`src/rtl/field_packer.sv`:
```
// Packs FIELD_W-bit fields into a DATA_W-bit word at dynamic bit offsets; word is valid 1 cycle after the last-beat handshake.
// Holds the word (in_ready=0) until out_ready retires it, costing one bubble cycle per word.
module field_packer #(
    parameter int DATA_W  = 8,
    parameter int FIELD_W = 3,
    parameter int IDX_W   = 4
) (
    input  logic               clk,
    input  logic               rst_n,
    input  logic               in_valid,
    output logic               in_ready,
    input  logic [FIELD_W-1:0] in_field,
    input  logic [IDX_W-1:0]   in_idx,
    input  logic               in_last,
    output logic               out_valid,
    input  logic               out_ready,
    output logic [DATA_W-1:0]  out_data,
    output logic               out_ovf,
    output logic [3:0]         out_count
);

    localparam int CMP_W = (IDX_W > $clog2(DATA_W) + 1) ? IDX_W : $clog2(DATA_W) + 1;
    localparam logic [CMP_W-1:0]  MAX_IDX    = CMP_W'(DATA_W - FIELD_W);
    localparam logic [DATA_W-1:0] FIELD_MASK = {DATA_W{1'b1}} >> (DATA_W - FIELD_W);

    typedef enum logic {ACCUM, HOLD} state_t;

    state_t              state_q, state_d;
    logic [DATA_W-1:0]   shadow_q, shadow_d;
    logic                ovf_q, ovf_d;
    logic [3:0]          cnt_q, cnt_d;
    logic [DATA_W-1:0]   out_data_q, out_data_d;
    logic                out_ovf_q, out_ovf_d;
    logic [3:0]          out_count_q, out_count_d;

    logic                accept;
    logic                idx_legal;
    logic [CMP_W-1:0]    idx_ext;
    logic [DATA_W-1:0]   ins_mask;
    logic [DATA_W-1:0]   ins_data;
    logic [DATA_W-1:0]   shadow_upd;
    logic                ovf_upd;
    logic [3:0]          cnt_upd;

    assign in_ready  = (state_q == ACCUM);
    assign out_valid = (state_q == HOLD);
    assign accept    = in_valid && in_ready;

    // Shift-and-mask insert; legality is checked before the shift so nothing wraps past the top bit.
    assign idx_ext    = CMP_W'(in_idx);
    assign idx_legal  = (idx_ext <= MAX_IDX);
    assign ins_mask   = FIELD_MASK << in_idx;
    assign ins_data   = DATA_W'(in_field) << in_idx;
    assign shadow_upd = idx_legal ? ((shadow_q & ~ins_mask) | (ins_data & ins_mask)) : shadow_q;
    assign ovf_upd    = ovf_q || !idx_legal;
    assign cnt_upd    = (cnt_q == 4'd15) ? cnt_q : cnt_q + 4'd1;

    always_comb begin
        state_d     = state_q;
        shadow_d    = shadow_q;
        ovf_d       = ovf_q;
        cnt_d       = cnt_q;
        out_data_d  = out_data_q;
        out_ovf_d   = out_ovf_q;
        out_count_d = out_count_q;
        case (state_q)
            ACCUM: begin
                if (accept) begin
                    shadow_d = shadow_upd;
                    ovf_d    = ovf_upd;
                    cnt_d    = cnt_upd;
                    if (in_last) begin
                        state_d     = HOLD;
                        out_data_d  = shadow_upd;
                        out_ovf_d   = ovf_upd;
                        out_count_d = cnt_upd;
                    end
                end
            end
            HOLD: begin
                if (out_ready) begin
                    state_d  = ACCUM;
                    shadow_d = '0;
                    ovf_d    = 1'b0;
                    cnt_d    = '0;
                end
            end
            default: state_d = ACCUM;
        endcase
    end

    always_ff @(posedge clk or negedge rst_n) begin
        if (!rst_n) begin
            state_q     <= ACCUM;
            shadow_q    <= '0;
            ovf_q       <= 1'b0;
            cnt_q       <= '0;
            out_data_q  <= '0;
            out_ovf_q   <= 1'b0;
            out_count_q <= '0;
        end else begin
            state_q     <= state_d;
            shadow_q    <= shadow_d;
            ovf_q       <= ovf_d;
            cnt_q       <= cnt_d;
            out_data_q  <= out_data_d;
            out_ovf_q   <= out_ovf_d;
            out_count_q <= out_count_d;
        end
    end

    assign out_data  = out_data_q;
    assign out_ovf   = out_ovf_q;
    assign out_count = out_count_q;

endmodule
```
`config.mk`:
```
export PLATFORM = sky130hd
export DESIGN_NAME = field_packer
export DESIGN_NICKNAME = d
export VERILOG_FILES = /design/src/rtl/field_packer.sv
export SDC_FILE = /design/constraint.sdc
export NUM_CORES = 1
export LEC_CHECK = 0
export CAP_MARGIN = 15
export CORE_MARGIN = 2
export CORE_UTILIZATION = 47
export DETAILED_ROUTE_END_ITERATION = 10
export GPL_TIMING_DRIVEN = 0
export PLACE_DENSITY = 0.75
export REMOVE_ABC_BUFFERS = 1
export SYNTH_ARGS = -nofsm -noshare
export SYNTH_HDL_FRONTEND = slang
export SYNTH_SLANG_ARGS = --single-unit
```
`constraint.sdc`:
```
create_clock -name clk -period 1.4 [get_ports clk]
set_input_delay 0.42 -clock clk [delete_from_list [all_inputs] [get_ports clk]]
set_output_delay 0.42 -clock clk [all_outputs]
set_load 0.02 [all_outputs]
```
==> impl_metrics.env, run 1 <==
export IMPL_violations="negative setup slack"
export IMPL_synth_top_cell_area_share=0.441
export IMPL_layout_min_cycle_time_ns=1.50
export IMPL_synth_cells=168
export IMPL_synth_seq_cells=27
export IMPL_nFillCells=248
export IMPL_cap_violations=0
export IMPL_setup_viol=8
export IMPL_start_kind="flop"
export IMPL_start_util=0.498
export IMPL_fp_dieH_um=61.1
export IMPL_worstPathMaxFanout=6
export IMPL_synth_area_um2=1530
export IMPL_ys_async_sr_fraction=1.00
export IMPL_ys_types=40
export IMPL_ant_nets=0
export IMPL_syn2layout_area_growth_pct=32.8
export IMPL_grt_ovfl_total=0
export IMPL_critical_path_arrival_ns=1.79
export IMPL_dp_cells=229
export IMPL_synthTopCellsByArea="dfrtp_1, mux2i_1, nand2_1, o21ai_0, nand3b_1"
export IMPL_regArea_um2=679
export IMPL_htree_levels=1
export IMPL_synth_simple_gate_area_frac=0.194
export IMPL_yosysTopAreaCell="dfrtp_1"
export IMPL_worstSetupPathType="reg2reg"
export IMPL_outcome="complete, but fails checks"
export IMPL_path_clk_slew_ns=0.16
export IMPL_fmax_ghz=0.665
export IMPL_place_ws_ns=-1.42
export IMPL_synth_mux_area_frac=0.114
export IMPL_layout_nets=223
export IMPL_io_buffers=26
export IMPL_clockRootBuffer="clkbuf_4"
export IMPL_ys_flop_type="dfrtp_1"
export IMPL_power_static_leakage_nw=0.963
export IMPL_grt_pass1_vias=1343
export IMPL_antenna_found_initial=0
export IMPL_rsz0062_at_grt="true"
export IMPL_irDropWorstVdd_mv=0.749
export IMPL_wl_met2_mm=1.97
export IMPL_clock_latency_ns=0.34
export IMPL_fin_hold_ws_ns=0.377
export IMPL_core_rowCount=20
export IMPL_cts_sinks=27
export IMPL_cts_tree="yes"
export IMPL_track_usage=0.231
export IMPL_numCtsBuffers=3
export IMPL_drive_gt1_frac=0.316
export IMPL_routed_via_density=5.51
export IMPL_drt_iter0_markers=56
export IMPL_synthAdderAreaFrac=0.00817
export IMPL_synth_seq_area_share=0.441
export IMPL_multi_input_area_um2=861
export IMPL_top_layer="met4"
export IMPL_grt_pass1_wl_mm=6.33
export IMPL_route_detailed_wl_per_inst_um=15.7
export IMPL_routed_wl_mm=3.98
export IMPL_postCtsHoldBufs=0
export IMPL_utilization=0.661
export IMPL_fin_crit_sh=1.07
export IMPL_setup_slack_ns=-0.105
export IMPL_synth_compound_area_share=0.191
export IMPL_grt_max_degree=21
export IMPL_synth_top_family_by_area="simple AND/OR/NAND/NOR gates"
export IMPL_drt_pass1_iterations=4
export IMPL_critPathRequiredTime_ns=1.68
export IMPL_vias=1393
export IMPL_drv_slew=0
export IMPL_hpwl_mm=2.32
export IMPL_pin_count=27
export IMPL_relSlewSlack=0.683
export IMPL_fp_dieArea_um2=3730
export IMPL_min_path_type="in2async"
export IMPL_final_hold_viol_count=0
export IMPL_synth_area_per_cell_um2=9.12
export IMPL_drc=0
export IMPL_power_density_nw_per_um2=1170
export IMPL_clk_path_buf_depth=2
export IMPL_diodes=0
export IMPL_worst_pin_slew_ns=0.473
export IMPL_die_x_um=61.1
export IMPL_synth_edff_count=0
export IMPL_coreArea_um2=3080
export IMPL_gp_congestion=0.856
export IMPL_synth_warnings=0
export IMPL_skew_ns=0.00785
export IMPL_met1_length_mm=1.82
export IMPL_synth_xor_xnor_area_share=0.00572
export IMPL_dr_wl_met3_um=112
export IMPL_post_layout_nonfiller_instances=253
export IMPL_end_kind="flop"
## timing repair
| action | CTS | global route |
|---|---|---|
| pin swaps | 4 | 1 |
| gates resized for setup | 87 | 18 |
| gates cloned | 1 | 0 |
| buffers inserted | 17 | 2 |
| endpoints found under the setup margin | 41 | 22 |
| endpoints found under the hold margin | 0 | 0 |
## report_power, final
part           switching [W]  internal (W)  leakage (nW)  total, W
clock network       0.000254      0.000109        0.0139  0.000364
registers           0.000117      0.000943         0.353   0.00106
logic               0.000513      0.000441         0.596  0.000954
## layer usage
metal  global-route usage  up-vias
li1                     -      681
met1                0.327      673
met4                0.112        0
met3               0.0252        9
met5                    0        -
met2                0.354       30
## synthesized netlist by cell type, types with 4 or more instances
cell type,count
nand2_1,32
dfrtp_1,27
mux2i_1,15
o21ai_0,9
nor2_1,8
clkbuf_1,6
inv_1,6
o21ai_1,6
o22ai_1,6
nand3b_1,5
a21oi_1,4
nand2b_1,4
o211ai_1,4
## through the flow
step	total power (W)	setup TNS (ns)	cell area, um2
after global routing	0.00253	-1.11	2030
after floorplan	0.00151	-4.68	1480
after detailed placement	0.00188	-25.85	1830
after global placement	0.00184	-37.62	1800
after CTS	0.00229	-0.369	1960
final	0.00238	-0.528	2030
## cell type report
class,count,share of cell area
repair buffers,46,0.190
multi-input cells,126,0.423
flip-flops and latches,27,0.334
well taps,44,0.0271
clock buffers,3,0.0111
clock inverters,1,0.00369
inverters,6,0.0111
## registers in the layout (all words and copies together), names as in the netlist
register   flops
cnt_q          4
out_count      4
out_data       8
out_ovf        1
out_valid      1
ovf_q          1
shadow_q       8
## logic make-up (layout without fill, tap and decap cells)
| group | count (synthesis) | count (layout) |
|---|---|---|
| XOR/XNOR | 1 | 1 |
| AO/OA/AOI/OAI | 44 | 44 |
| buffers and inverters | 16 | 56 |
| AND/OR/NAND/NOR | 62 | 63 |
| flip-flops | 27 | 27 |
| multiplexers | 17 | 17 |
| adder cells (fa/ha/maj) | 1 | 1 |
## critical path, cell delays in order, from the launching register on
cell	delay, ns
dfrtp_4	0.55
buf_6	0.14
buf_6	0.10
nand3b_1	0.18
buf_6	0.16
o31a_1	0.26
nand2_1	0.06
## placed cells by master, fill, tap and decap left out, drive strengths merged, types with 3 or more instances in the layout
cell	synthesis	layout
mux2i	16	16
nand3	3	3
nand2	32	32
dfrtp	27	27
nand3b	5	6
clkdlybuf4s50	0	5
nor2	8	8
o31ai	3	3
o21ai	16	16
nand2b	4	4
inv	6	6
o22ai	6	6
a21oi	4	4
o211ai	4	4
clkdlybuf4s15	0	3
nor3	3	3
buf	3	35
clkbuf	7	5
## worst paths after layout
path | startpoint | to | slack, ns | cells after the start
min in group clk | in_field[0] | out_data[0]$_DFFE_PN0P_ | 0.50 | 3
setup / recovery | out_valid$_DFF_PN0_ | out_data[5]$_DFFE_PN0P_ | -0.10 | 6
setup reg to reg | out_valid$_DFF_PN0_ | out_data[5]$_DFFE_PN0P_ | -0.10 | 6
hold / removal | rst_n | shadow_q[0]$_DFFE_PN0P_ | 0.38 | 1
max in group asynchronous | rst_n | out_valid$_DFF_PN0_ | 0.54 | 2
hold reg to reg | out_data[1]$_DFFE_PN0P_ | out_data[1]$_DFFE_PN0P_ | 0.50 | 2
(Power assumes the default switching activity.)
==> inputs of run 2 (changes only) <==
- CORE_MARGIN: 2 -> default
==> run 2 against run 1 <==
The flow still finishes with violations (negative setup slack); non-clock buffer count fell by 6; sequential share of layout area is 1.8 points higher; worst hold slack better by 0.099 ns; sequential cell count unchanged; via count is 2.8% lower; final area is 5.2% lower; global-route usage grew 0.80 points; clock skew is 0.0072 ns lower; fmax rose by 2.6%; cell count is 2.4% lower; register-to-register slack better by 0.08 ns; critical path depth shrank 5; critical path type is now reg2out.
==> impl_metrics.env, run 2 (synthesis results as in run 1) <==
export IMPL_cts_sinks=27
export IMPL_track_usage=0.239
export IMPL_end_kind="output pin"
export IMPL_final_hold_viol_count=0
export IMPL_grt_ovfl_total=0
export IMPL_grt_pass1_wl_mm=6.29
export IMPL_skew_ns=0.000675
export IMPL_placed_area_um2=1830
export IMPL_power_static_leakage_nw=0.915
export IMPL_power_switching_w=0.000838
export IMPL_htree_levels=1
export IMPL_swShare=0.373
export IMPL_fp_dieH_um=59.1
export IMPL_setup_viol=3
export IMPL_finalSetupTns_ns=-0.148
export IMPL_drive_gt1_frac=0.271
export IMPL_drt_iter0_markers=50
export IMPL_pin_count=27
export IMPL_rsz0062_at_grt="true"
export IMPL_final_cell_mix="nand2_1, dfrtp_1, mux2i_1, buf_2, buf_4"
export IMPL_routed_via_density=5.48
export IMPL_drt_pass1_iterations=4
export IMPL_final_common_cell="nand2_1"
export IMPL_setup_slack_ns=-0.0672
export IMPL_power_density_nw_per_um2=1170
export IMPL_irDropWorstVdd_mv=0.629
export IMPL_vias=1354
export IMPL_grt_max_degree=17
export IMPL_worstPathMaxFanout=5
export IMPL_grt_pass1_vias=1348
export IMPL_cts_tree="yes"
export IMPL_numCtsBuffers=3
export IMPL_crit_chain="buf_4"
export IMPL_diodes=0
export IMPL_routed_wl_mm=3.78
export IMPL_reg2reg_setup_slack_ns=-0.02
export IMPL_route_detailed_wl_per_inst_um=15.3
export IMPL_syn2layout_area_growth_pct=25.8
export IMPL_sequentialPowerShare=0.468
export IMPL_violations="negative setup slack"
export IMPL_ant_nets=0
export IMPL_hpwl_mm=2.35
export IMPL_cp_top_family="flip-flops"
export IMPL_clockRootBuffer="clkbuf_4"
export IMPL_power_frac_clock=0.160
export IMPL_outcome="complete, but fails checks"
export IMPL_startpoint="out_valid$_DFF_PN0_"
export IMPL_critical_path_arrival_ns=1.05
export IMPL_drc=0
export IMPL_path_clk_slew_ns=0.16
export IMPL_min_path_type="in2async"
export IMPL_p_int_w=0.00141
export IMPL_clk_path_buf_depth=2
export IMPL_clock_latency_ns=0.33
export IMPL_fin_crit_sh=1.05
export IMPL_cp_buffers_inverters=1
export IMPL_relSlewSlack=0.550
export IMPL_antenna_found_initial=0
export IMPL_start_kind="flop"
export IMPL_coreArea_um2=3080
export IMPL_slowest_stage="dfrtp_4"
export IMPL_core_rowCount=20
export IMPL_cap_violations=0
export IMPL_layout_nets=217
export IMPL_fp_dieArea_um2=3490
export IMPL_drv_slew=0
export IMPL_die_x_um=59.1
export IMPL_io_buffers=26
export IMPL_fmax_ghz=0.682
export IMPL_postCtsHoldBufs=0
export IMPL_final_area_um2=1930
export IMPL_start_util=0.498
export IMPL_slowest_delay_ns=0.55
export IMPL_gp_congestion=0.843
export IMPL_critPathRequiredTime_ns=0.98
export IMPL_worstSetupPathType="reg2out"
export IMPL_worst_pin_slew_ns=0.672
export IMPL_layout_min_cycle_time_ns=1.47
export IMPL_rr_startpoint="out_valid$_DFF_PN0_"
export IMPL_combinationalPowerShare=0.372
[run 2: repair_timing]
action / 4_1_cts / 5_1_grt
resized for setup: 83 / 16
pin swaps: 1 / 0
endpoints found under the setup margin: 42 / 15
buffers inserted: 12 / 1
cloned: 1 / 0
[run 2: power by group through the flow]
stage                     Sequential [W]  Combinational, W  Clock, W
after global placement           0.00109          0.000756         0
after CTS                        0.00105          0.000821  0.000367
after floorplan                  0.00119          0.000319         0
after global routing             0.00107          0.000922  0.000394
after detailed placement         0.00110          0.000784         0
final                            0.00105          0.000837  0.000361
[run 2: path summary, 6_finish.rpt]
kind,end,cells past startpoint
min in group clk,out_data[1]$_DFFE_PN0P_,2
worst max-delay path,out_valid,1
worst min register to register,out_data[1]$_DFFE_PN0P_,2
max in group asynchronous,out_valid$_DFF_PN0_,2
worst max register to register,out_count[3]$_DFFE_PN0P_,4
worst min-delay path,out_data[6]$_DFFE_PN0P_,1
[run 2: layout make-up]
| cell class | count | area, um2 |
|---|---|---|
| multi-input cells | 126 | 830 |
| well taps | 44 | 55.1 |
| clock buffers | 3 | 22.5 |
| inverters | 6 | 25.0 |
| fillers | 273 | 1150 |
| repair buffers | 40 | 308 |
| clock inverters | 1 | 7.51 |
| flip-flops and latches | 27 | 679 |
[run 2: worst reg2reg max path, cell delays in order (launching register included)]
cell	delay [ns]
dfrtp_4	0.55
buf_4	0.19
nor2b_4	0.12
and2_4	0.16
mux2_1	0.31
[run 2: per-stage QoR]
| step | util | hold WS (ns) | setup WS, ns | power [W] | cells |
|---|---|---|---|---|---|
| floorplan | - | 0.124 | -0.451 | 0.00151 | 158 |
| global placement | 0.585 | 0.459 | -1.36 | 0.00184 | 228 |
| detailed placement | 0.593 | 0.469 | -1.38 | 0.00189 | 229 |
| CTS | 0.621 | 0.497 | -0.0783 | 0.00223 | 246 |
| global route | 0.626 | 0.522 | -0.105 | 0.00239 | 247 |
| finish | 0.626 | 0.475 | -0.0672 | 0.00225 | 247 |
[run 2: routing by layer]
| metal | vias up | part of all wire | GRT usage |
|---|---|---|---|
| met5 | - | 0 | 0 |
| met4 | 0 | 0.0071 | 0.0816 |
| met3 | 2 | 0.019 | 0.0175 |
| met2 | 22 | 0.52 | 0.414 |
| met1 | 662 | 0.46 | 0.316 |
| li1 | 668 | - | - |
